`src/rtl/ioshim_pkg.sv`:
```
// Shared encoding for the ioshim pin sequencer: opcodes, field positions, FSM states.
package ioshim_pkg;
  localparam int ADDR_W = 11;
  localparam int WORD_W = 16;

  localparam logic [1:0] OP_OUT  = 2'b00;
  localparam logic [1:0] OP_WAIT = 2'b01;
  localparam logic [1:0] OP_JUMP = 2'b10;
  localparam logic [1:0] OP_SYS  = 2'b11;

  // Field positions within an instruction word
  localparam int OP_HI   = 15;
  localparam int OP_LO   = 14;
  localparam int SEL_BIT = 13;
  localparam int CNT_HI  = 13;
  localparam int DAT_HI  = 7;
  localparam int JMP_HI  = 10;
  localparam int PIN_HI  = 2;
  localparam int LVL_BIT = 3;

  typedef enum logic [2:0] {
    S_IDLE,
    S_FETCH,
    S_EXEC,
    S_WAIT,
    S_WAITIN
  } seq_state_t;
endpackage

```
`src/rtl/ioshim_seq_if.sv`:
```
// Read-port link between the sequencer and the ioshim word memory (addr2/rdata2).
interface ioshim_seq_if;
  import ioshim_pkg::*;
  logic [ADDR_W-1:0] mem_addr;
  logic [WORD_W-1:0] mem_rdata;

  modport master (output mem_addr, input mem_rdata);
  modport slave  (input mem_addr, output mem_rdata);
endinterface

```
`src/rtl/ioshim_sync.sv`:
```
// Multi-stage flop synchronizer; all stages clear on synchronous reset.
module ioshim_sync #(
  parameter int W      = 8,
  parameter int STAGES = 2
) (
  input  logic         clk,
  input  logic         resetn,
  input  logic [W-1:0] d,
  output logic [W-1:0] q
);
  if (STAGES < 2) begin : g_bad_stages
    $error("ioshim_sync: STAGES must be at least 2");
  end

  logic [STAGES-1:0][W-1:0] ff;

  always_ff @(posedge clk) begin
    if (!resetn) ff <= '0;
    else         ff <= {ff[STAGES-2:0], d};
  end

  assign q = ff[STAGES-1];
endmodule

```
`src/rtl/ioshim_seq.sv`:
```
// Pin sequencer: fetches words from the memory read port and executes OUT/WAIT/JUMP/WAITIN/HALT.
module ioshim_seq
  import ioshim_pkg::*;
#(
  parameter int NPINS       = 8,
  parameter int SYNC_STAGES = 2
) (
  input  logic              clk,
  input  logic              resetn,
  input  logic              start,
  input  logic [ADDR_W-1:0] start_addr,
  input  logic              abort,
  output logic              busy,
  output logic              done,
  ioshim_seq_if.master      mem,
  input  logic [NPINS-1:0]  pins_in,
  output logic [NPINS-1:0]  pins_out,
  output logic [NPINS-1:0]  pins_oe
);
  if (NPINS != 8) begin : g_bad_npins
    $error("ioshim_seq: NPINS is fixed at 8 by the instruction encoding");
  end

  seq_state_t        state, state_n;
  logic [ADDR_W-1:0] pc, pc_n;
  logic [CNT_HI:0]   cnt, cnt_n;
  logic [NPINS-1:0]  out_n, oe_n, pins_sync;
  logic              done_n;
  logic [WORD_W-1:0] w;
  logic [1:0]        op;

  ioshim_sync #(.W(NPINS), .STAGES(SYNC_STAGES)) u_sync (
    .clk    (clk),
    .resetn (resetn),
    .d      (pins_in),
    .q      (pins_sync)
  );

  assign w  = mem.mem_rdata;
  assign op = w[OP_HI:OP_LO];

  always_ff @(posedge clk) begin
    if (!resetn) begin
      state    <= S_IDLE;
      pc       <= '0;
      cnt      <= '0;
      pins_out <= '0;
      pins_oe  <= '0;
      busy     <= 1'b0;
      done     <= 1'b0;
    end else begin
      state    <= state_n;
      pc       <= pc_n;
      cnt      <= cnt_n;
      pins_out <= out_n;
      pins_oe  <= oe_n;
      busy     <= (state_n != S_IDLE);
      done     <= done_n;
    end
  end

  always_comb begin
    state_n = state;
    pc_n    = pc;
    cnt_n   = cnt;
    out_n   = pins_out;
    oe_n    = pins_oe;
    done_n  = 1'b0;
    case (state)
      S_IDLE: if (start) begin
        pc_n    = start_addr;
        state_n = S_FETCH;
      end
      S_FETCH: state_n = S_EXEC;
      S_EXEC: case (op)
        OP_OUT: begin
          if (w[SEL_BIT]) oe_n  = w[DAT_HI:0];
          else            out_n = w[DAT_HI:0];
          pc_n    = pc + ADDR_W'(1);
          state_n = S_FETCH;
        end
        OP_WAIT: begin
          if (w[CNT_HI:0] == '0) begin
            pc_n    = pc + ADDR_W'(1);
            state_n = S_FETCH;
          end else begin
            cnt_n   = w[CNT_HI:0];
            state_n = S_WAIT;
          end
        end
        OP_JUMP: begin
          pc_n    = w[JMP_HI:0];
          state_n = S_FETCH;
        end
        default: begin
          if (w[SEL_BIT]) state_n = S_WAITIN;
          else begin
            done_n  = 1'b1;
            state_n = S_IDLE;
          end
        end
      endcase
      S_WAIT: begin
        cnt_n = cnt - 1'b1;
        if (cnt == 14'd1) begin
          pc_n    = pc + ADDR_W'(1);
          state_n = S_FETCH;
        end
      end
      S_WAITIN: if (pins_sync[w[PIN_HI:0]] == w[LVL_BIT]) begin
        pc_n    = pc + ADDR_W'(1);
        state_n = S_FETCH;
      end
      default: state_n = S_IDLE;
    endcase
    // Abort freezes everything except the state; pins and pc keep their values.
    if (abort && state != S_IDLE) begin
      state_n = S_IDLE;
      pc_n    = pc;
      cnt_n   = cnt;
      out_n   = pins_out;
      oe_n    = pins_oe;
      done_n  = 1'b0;
    end
  end

  assign mem.mem_addr = pc;
endmodule

```
`src/flat_wrapper.sv`:
```
// flat-port wrapper written by rule: the top's interface ports become plain ports
module ioshim_seq_flat import ioshim_pkg::*;
#(
  parameter int NPINS       = 8,
  parameter int SYNC_STAGES = 2
)
  (clk, resetn, start, start_addr, abort, busy, done, pins_in, pins_out, pins_oe, mem_mem_addr, mem_mem_rdata);
  ioshim_seq_if mem_i ();
  input  logic clk;
  input  logic resetn;
  input  logic start;
  input  logic [ADDR_W-1:0] start_addr;
  input  logic abort;
  output logic busy;
  output logic done;
  input  logic [NPINS-1:0] pins_in;
  output logic [NPINS-1:0] pins_out;
  output logic [NPINS-1:0] pins_oe;
  output wire logic [$bits(mem_i.mem_addr)-1:0] mem_mem_addr;
  input wire logic [$bits(mem_i.mem_rdata)-1:0] mem_mem_rdata;
  assign mem_mem_addr = mem_i.mem_addr;
  assign mem_i.mem_rdata = mem_mem_rdata;
  ioshim_seq #(.NPINS(NPINS), .SYNC_STAGES(SYNC_STAGES)) u_core (.clk(clk), .resetn(resetn), .start(start), .start_addr(start_addr), .abort(abort), .busy(busy), .done(done), .mem(mem_i), .pins_in(pins_in), .pins_out(pins_out), .pins_oe(pins_oe));
endmodule
```
`config.mk`:
```
export PLATFORM = sky130hd
export DESIGN_NAME = ioshim_seq_flat
export DESIGN_NICKNAME = d
export VERILOG_FILES = /design/src/rtl/ioshim_pkg.sv /design/src/rtl/ioshim_seq_if.sv /design/src/rtl/ioshim_sync.sv /design/src/rtl/ioshim_seq.sv /design/src/flat_wrapper.sv
export SDC_FILE = /design/constraint.sdc
export NUM_CORES = 1
export LEC_CHECK = 0
export BUFFER_PORTS_ARGS = -buffer_cell sky130_fd_sc_hd__buf_2
export CAP_MARGIN = 40
export CORE_MARGIN = 2
export CORE_UTILIZATION = 50
export DETAILED_ROUTE_END_ITERATION = 8
export PLACE_DENSITY = 0.73
export SLEW_MARGIN = 20
export SYNTH_ARGS = -nofsm -noshare
export SYNTH_HDL_FRONTEND = slang
export SYNTH_HIERARCHICAL = 1
export SYNTH_SLANG_ARGS = --single-unit
```
`constraint.sdc`:
```
create_clock -name clk -period 5.22 [get_ports clk]
set_input_delay 0.261 -clock clk [delete_from_list [all_inputs] [get_ports clk]]
set_output_delay 0.261 -clock clk [all_outputs]
set_load 0.1 [all_outputs]
```
==> summary.md, run 1 <==
| Metric | Value |
|---|---|
| Worst R2R Start | u_core/state[2] |
| Crit Path Class | reg -> reg |
| Final ANT Viol Nets | 0 |
| First-pass DRT Iterations | 4 |
| Synthesized cell area | 0.00343 sq mm |
| Crit path time final | 2.56 ns |
| Die area | 0.00754 sq mm |
| Slowest cell on crit path | dfxtp_1 |
| Post-synth top area cell | dfxtp_1 |
| Die W | between 80 and 90 microns |
| Clock skew | roughly 0.012 ns |
| Final setup viols | 0 |
| Relative slew slack | 0.457 |
| Ys Warns | 6 |
| Sinks on Clock Net | 62 |
| Largest net degree at the start of global routing | 49 |
| Critical Path Sink Type | register |
| Commonest non-fill, non-tap cell in the layout | buf_2 |
| Die Span Y | around 87 microns |
| Period utilization | 0.491 |
| Max_cap viols | 0 |
| Net count after synthesis | 436 |
| Critical path required time | ~5.4 ns |
| DR WL/cell | between 15 and 20 microns |
| Hold Buf Count CTS | 0 |
| Top FF cell, synth | dfxtp_1 |
| H-Tree Depth | 3 |
| Worst r2r path cells | 6 |
| Status | finished clean |
| Fmax | slightly below 400 MHz |
| Mean area per synthesized cell | between 8 and 9 sq um |
| Number of flops mapped to enable cells by yosys | 0 |
| CTS Buf Count | 9 |
| Slew @ Worst Pin | between 0.8 and 0.9 ns |
| Pwr Total | 1.17 mW |
| CP startpoint kind | register |
| Final Hold Vio Count | 0 |
| Peak supply drop | between 0.2 and 0.25 mV |
| Antenna Cells | 0 |
| Yosys top cell area share | 0.362 |
| I/O Pins | slightly below 70 |
| Fin cells | roughly 530 |
| Hold Path Class | in -> reg |
| Fraction of registers with async set/reset | 0 |
| Top post-synthesis cells by area | dfxtp_1 36%, nor2_1 6.5%, mux2i_1 5.5% |
| # resized after CTS | 0 |
| Core Footprint | ~0.0067 sq mm |
| All-Layer GR Usage | 0.227 |
| Worst-path maximum fanout | 22 |
| Initial antenna violation count | 0 |
| First-pass GRT wire length | between 10000 and 15000 microns |
| Vias in the first global route | between 2000 and 3000 |
| Postcts setup bufs | 0 |
| Arr. time, crit path | approximately 2.8 ns |
| Clk Latency, worst-skew pair | ~0.33 ns |
| Worst path cell trace | nor3b_2 > a221oi_1 > a31oi_2 > nand3_2 > o211ai_2 > o31ai_1 |
| Starting DRT DRC Count | around 250 |
| Netlist cell types | 61 |
| Max incr delay on CP | between 0.5 and 0.6 ns |
| CTS clk-pin slew, worst paths | 0.08 ns |
| Crit path from | u_core/state[2] |
| CTS Root Cell | clkbuf_8 |
| NumNets Final | between 400 and 500 |
| Number of vias per cell | 5.90 |
| Seq/Total Area, Yosys | 0.362 |
| Initial Util | 0.511 |
| Area delta synth->final | 13.6% |
| Wirelength, routed | between 8000 and 9000 microns |
| Leak | 1.71 nW |
| Final Slew Violations | 0 |
| Worst reg2reg setup slack | approximately 2.7 ns |
| Critical R2R Capture | u_core/mem.mem_addr[2] |
| Synth Register Bits | 62 |
| TNS Setup | 0 ns |
| Dpl hpwl | 5850 microns |
| Worst Setup EP | u_core/mem.mem_addr[2] |
| Placed Cells | ~500 |
| Pwr/cell area | around 300 mW/mm^2 |
| Grt ovf | 0 |
| Commonest cells after routing, fill and taps aside | 67 x buf_2, 62 x dfxtp_1, 59 x nor2_1 |
| Residual DRC | 0 |
| IO Port Bufs | 67 |
| Vias | roughly 3100 |
| RSZ-0062 raised after global routing | no |
| CTS tree | yes |
| WHS | ~0.13 ns |
| Gpl congestion | about 0.87 |
| Row cnt | 30 |
| Layout cells sized above 1 | 0.290 |
| Post-synthesis instance total | 390 |
| Clock buffer depth | 2 |
==> synth_stat cells, types with 4 or more instances <==
| cell | instances |
|---|---|
| inv_1 | 8 |
| nor2b_1 | 7 |
| nor3_1 | 9 |
| o21ai_1 | 9 |
| nand2b_1 | 5 |
| nand2_1 | 18 |
| o21ai_2 | 5 |
| o31ai_1 | 4 |
| and2_1 | 10 |
| ha_1 | 7 |
| a21oi_1 | 17 |
| clkbuf_1 | 6 |
| nor3b_1 | 5 |
| a221oi_1 | 4 |
| and2_2 | 12 |
| and3_1 | 9 |
| dfxtp_1 | 62 |
| nand3_1 | 4 |
| mux2i_1 | 19 |
| buf_2 | 10 |
| o211ai_2 | 8 |
| a31oi_1 | 11 |
| nand4_1 | 7 |
| buf_4 | 10 |
| buf_6 | 4 |
| a22oi_1 | 5 |
| nor2_1 | 59 |
| o21ai_0 | 7 |
==> layout make-up <==
cell class	count	area (sq um)
timing repair buffer	70	370
sequential	62	1240
tap	80	100
inverter	9	33.8
clock buffer	9	124
fill	637	2820
multi-input combinational	288	1960
clock inverter	7	73.8
==> worst max-delay path, delay by kind of cell (launching register included) <==
kind / cells / cell delay [ns]
AND/OR/NAND/NOR: 2 / 1.00
AO/OA/AOI/OAI: 4 / 0.84
flip-flops: 1 / 0.58
==> power breakdown <==
group          internal, mW  total (mW)  leakage, nW  switching [mW]
sequential            0.492       0.514        0.505          0.0221
clock                 0.222       0.423       0.0996           0.201
combinational        0.0654       0.228         1.10           0.163
total                 0.779        1.17         1.71           0.386
==> cells by family after synthesis <==
| kind of cell | count (synthesis) | share of synthesized area |
|---|---|---|
| adders and majority gates | 7 | 0.0255 |
| DFF | 62 | 0.362 |
| buffers and inverters | 40 | 0.0682 |
| and+or+nand+nor | 163 | 0.264 |
| AOI/OAI and AO/OA | 97 | 0.218 |
| muxes | 20 | 0.0598 |
| xor gates and xnor gates | 1 | 0.00255 |
==> through the flow <==
stage          setup slack (ns)  area (sq um)  utilization
2_1_floorplan              3.03          3430            -
3_3_place_gp               2.83          3670        0.546
3_5_place_dp               2.77          3680        0.548
4_1_cts                    2.75          3880        0.577
5_1_grt                    2.45          3900        0.580
6_report                   2.66          3900        0.580
==> registers in the layout (all words and copies together) (netlist names) <==
signal / cells
u_core/busy: 1
u_core/cnt: 14
u_core/done: 1
u_core/mem.mem_addr: 11
u_core/pins_oe: 8
u_core/pins_out: 8
u_core/state: 3
u_core/u_sync/ff: 8
u_core/u_sync/q: 8
==> routing by layer <==
metal  up-vias  GRT usage  part of all wire
met5         -          0                 0
met4         0      0.111             0.022
met3        22     0.0438             0.057
met2       103      0.344              0.46
met1      1465      0.310              0.47
li1       1508          -                 -
==> worst min path at each step <==
stage	to	cells after the start	slack [ns]	start
6_report	u_core/u_sync/ff[3]	2	0.13	pins_in[3]
5_1_grt	u_core/u_sync/ff[4]	2	0.13	pins_in[4]
4_1_cts	u_core/u_sync/ff[3]	2	0.12	pins_in[3]
3_5_place_dp	u_core/u_sync/q[4]	1	0.43	u_core/u_sync/ff[4]
3_3_place_gp	u_core/u_sync/q[4]	1	0.43	u_core/u_sync/ff[4]
2_1_floorplan	u_core/u_sync/ff[1]	1	0.39	pins_in[1]
(Power assumes the default switching activity.)
==> run 2, diff against run 1 <==
- PLACE_DENSITY: 0.73 -> 0.76
- clock period: 5.22 -> 2.1 ns (I/O delays scaled with it)
==> summary.md, run 2 (synthesis results as in run 1) <==
| Metric | Value |
|---|---|
| Seq. cell area | between 0.001 and 0.0015 sq mm |
| H-Tree Depth | 3 |
| Max_cap viols | 0 |
| Relative slew slack | 0.482 |
| Wirelength, routed | about 8900 microns |
| I/O Pins | 68 |
| Period utilization | 0.926 |
| Placed inst area | 0.00385 sq mm |
| Final core occ | 0.619 |
| Layer carrying the most global-route usage | met2 |
| Crit path time final | roughly 1.9 ns |
| Leak | 1.84 nW |
| Max reg flops | 14 |
| PnR worst setup slack | approximately 0.16 ns |
| TNS Setup | 0 ns |
| Vias in the first global route | roughly 3000 |
| Met2 Usage GRT | 0.402 |
| Crit Path Class | reg -> reg |
| Final setup viols | 0 |
| Design Area, Final | 0.00416 sq mm |
| Fmax | just over 500 MHz |
| CTS tree | yes |
| First-pass GRT wire length | 14700 microns |
| Gpl congestion | roughly 0.9 |
| Final Slew Violations | 0 |
| Commonest non-fill, non-tap cell in the layout | buf_2 |
| DR WL/cell | 16.2 microns |
| WHS | around 0.12 ns |
| Die Span Y | around 87 microns |
| Commonest cells after routing, fill and taps aside | 67 x buf_2, 59 x nor2_1, 55 x dfxtp_1 |
| Vias | approximately 3300 |
| Peak supply drop | 0.401 mV |
| Area of the multi-input gates | roughly 0.0020 sq mm |
| Starting DRT DRC Count | slightly above 300 |
| Number of vias per cell | 5.91 |
| Largest net degree at the start of global routing | 30 |
| Core Footprint | 0.00672 sq mm |
| NumNets Final | ~510 |
| Critical Path Sink Type | register |
| Sinks on Clock Net | 62 |
| Worst R2R Start | u_core/cnt[0] |
| RSZ-0062 raised after global routing | no |
| Layout cells sized above 1 | 0.331 |
| Fill cells | between 500 and 600 |
| Met1 usage | 0.326 |
| Grt ovf | 0 |
| Arr. time, crit path | between 2 and 2.5 ns |
| Area delta synth->final | 21.3% |
| All-Layer GR Usage | 0.253 |
| Hold Path Class | in -> reg |
| CTS Root Cell | clkbuf_8 |
| Initial antenna violation count | 0 |
| Status | finished clean |
| Slew @ Worst Pin | between 0.7 and 0.8 ns |
| Row cnt | 30 |
| CTS clk-pin slew, worst paths | around 0.080 ns |
| Die area | between 0.007 and 0.008 sq mm |
| IO Port Bufs | 67 |
| Final Hold Vio Count | 0 |
| Clk Latency, worst-skew pair | ~0.34 ns |
| Clock buffer depth | 2 |
| Met3 usage | 0.0610 |
| Clock skew | about 0.010 ns |
| Critical path required time | 2.29 ns |
| Antenna Cells | 0 |
| Largest Register | u_core/cnt |
| Dpl hpwl | about 6200 microns |
| Pwr/cell area | 733 mW/mm^2 |
| Hold Startpoint | start_addr[1] |
| Pre-CTS setup slack | ~0.058 ns |
| Residual DRC | 0 |
| Initial Util | 0.511 |
| Final ANT Viol Nets | 0 |
| CP startpoint kind | register |
| Die W | around 87 microns |
| First-pass DRT Iterations | 5 |
| Worst-path maximum fanout | 22 |
| CTS Buf Count | 9 |
| Crit path from | u_core/cnt[0] |
[run 2: where the power goes]
part / switching [mW] / leakage (nW) / internal (mW) / total, mW
registers: 0.0559 / 0.508 / 1.23 / 1.28
clock network: 0.487 / 0.106 / 0.666 / 1.15
logic: 0.416 / 1.23 / 0.197 / 0.613
[run 2: what timing repair did]
item / in CTS / in global routing
endpoints found under the hold margin: 8 / 0
hold buffers: 8 / 0
resized for setup: 0 / 5
endpoints found under the setup margin: 0 / 7
setup buffers: 0 / 0
[run 2: layout make-up]
type | count | area share
Sequential cell | 62 | 0.300
Tap cell | 80 | 0.0241
Inverter | 9 | 0.00812
Clock inverter | 6 | 0.0207
Multi-Input combinational cell | 288 | 0.474
Clock buffer | 10 | 0.0307
Timing Repair Buffer | 97 | 0.143
[run 2: routing by layer]
layer  vias to the layer above  part of all wire
met5                         -                 0
li1                       1570                 -
met4                         0             0.028
met2                       147              0.47
met1                      1525              0.42
met3                        19             0.077
[run 2: through the flow]
stage          total power, mW  std cells
2_1_floorplan             1.75        390
3_3_place_gp              1.89        528
3_5_place_dp              1.90        528
4_1_cts                   3.06        552
5_1_grt                   3.18        552
6_report                  3.05        552
[run 2: final timing paths]
path,to,slack (ns),cells after the start
worst max-delay path,u_core/mem.mem_addr[9],0.16,9
worst min-delay path,u_core/mem.mem_addr[1],0.12,3
worst max register to register,u_core/mem.mem_addr[9],0.16,9
worst min register to register,u_core/u_sync/q[4],0.44,1
[run 2: critical path, stage by stage (launching register included)]
cell	delay, ns
dfxtp_1	0.39
ha_1	0.17
nor4b_2	0.18
buf_4	0.15
nand4_1	0.11
a31oi_2	0.25
nand3_2	0.12
buf_12	0.19
o211ai_2	0.15
o31ai_1	0.09
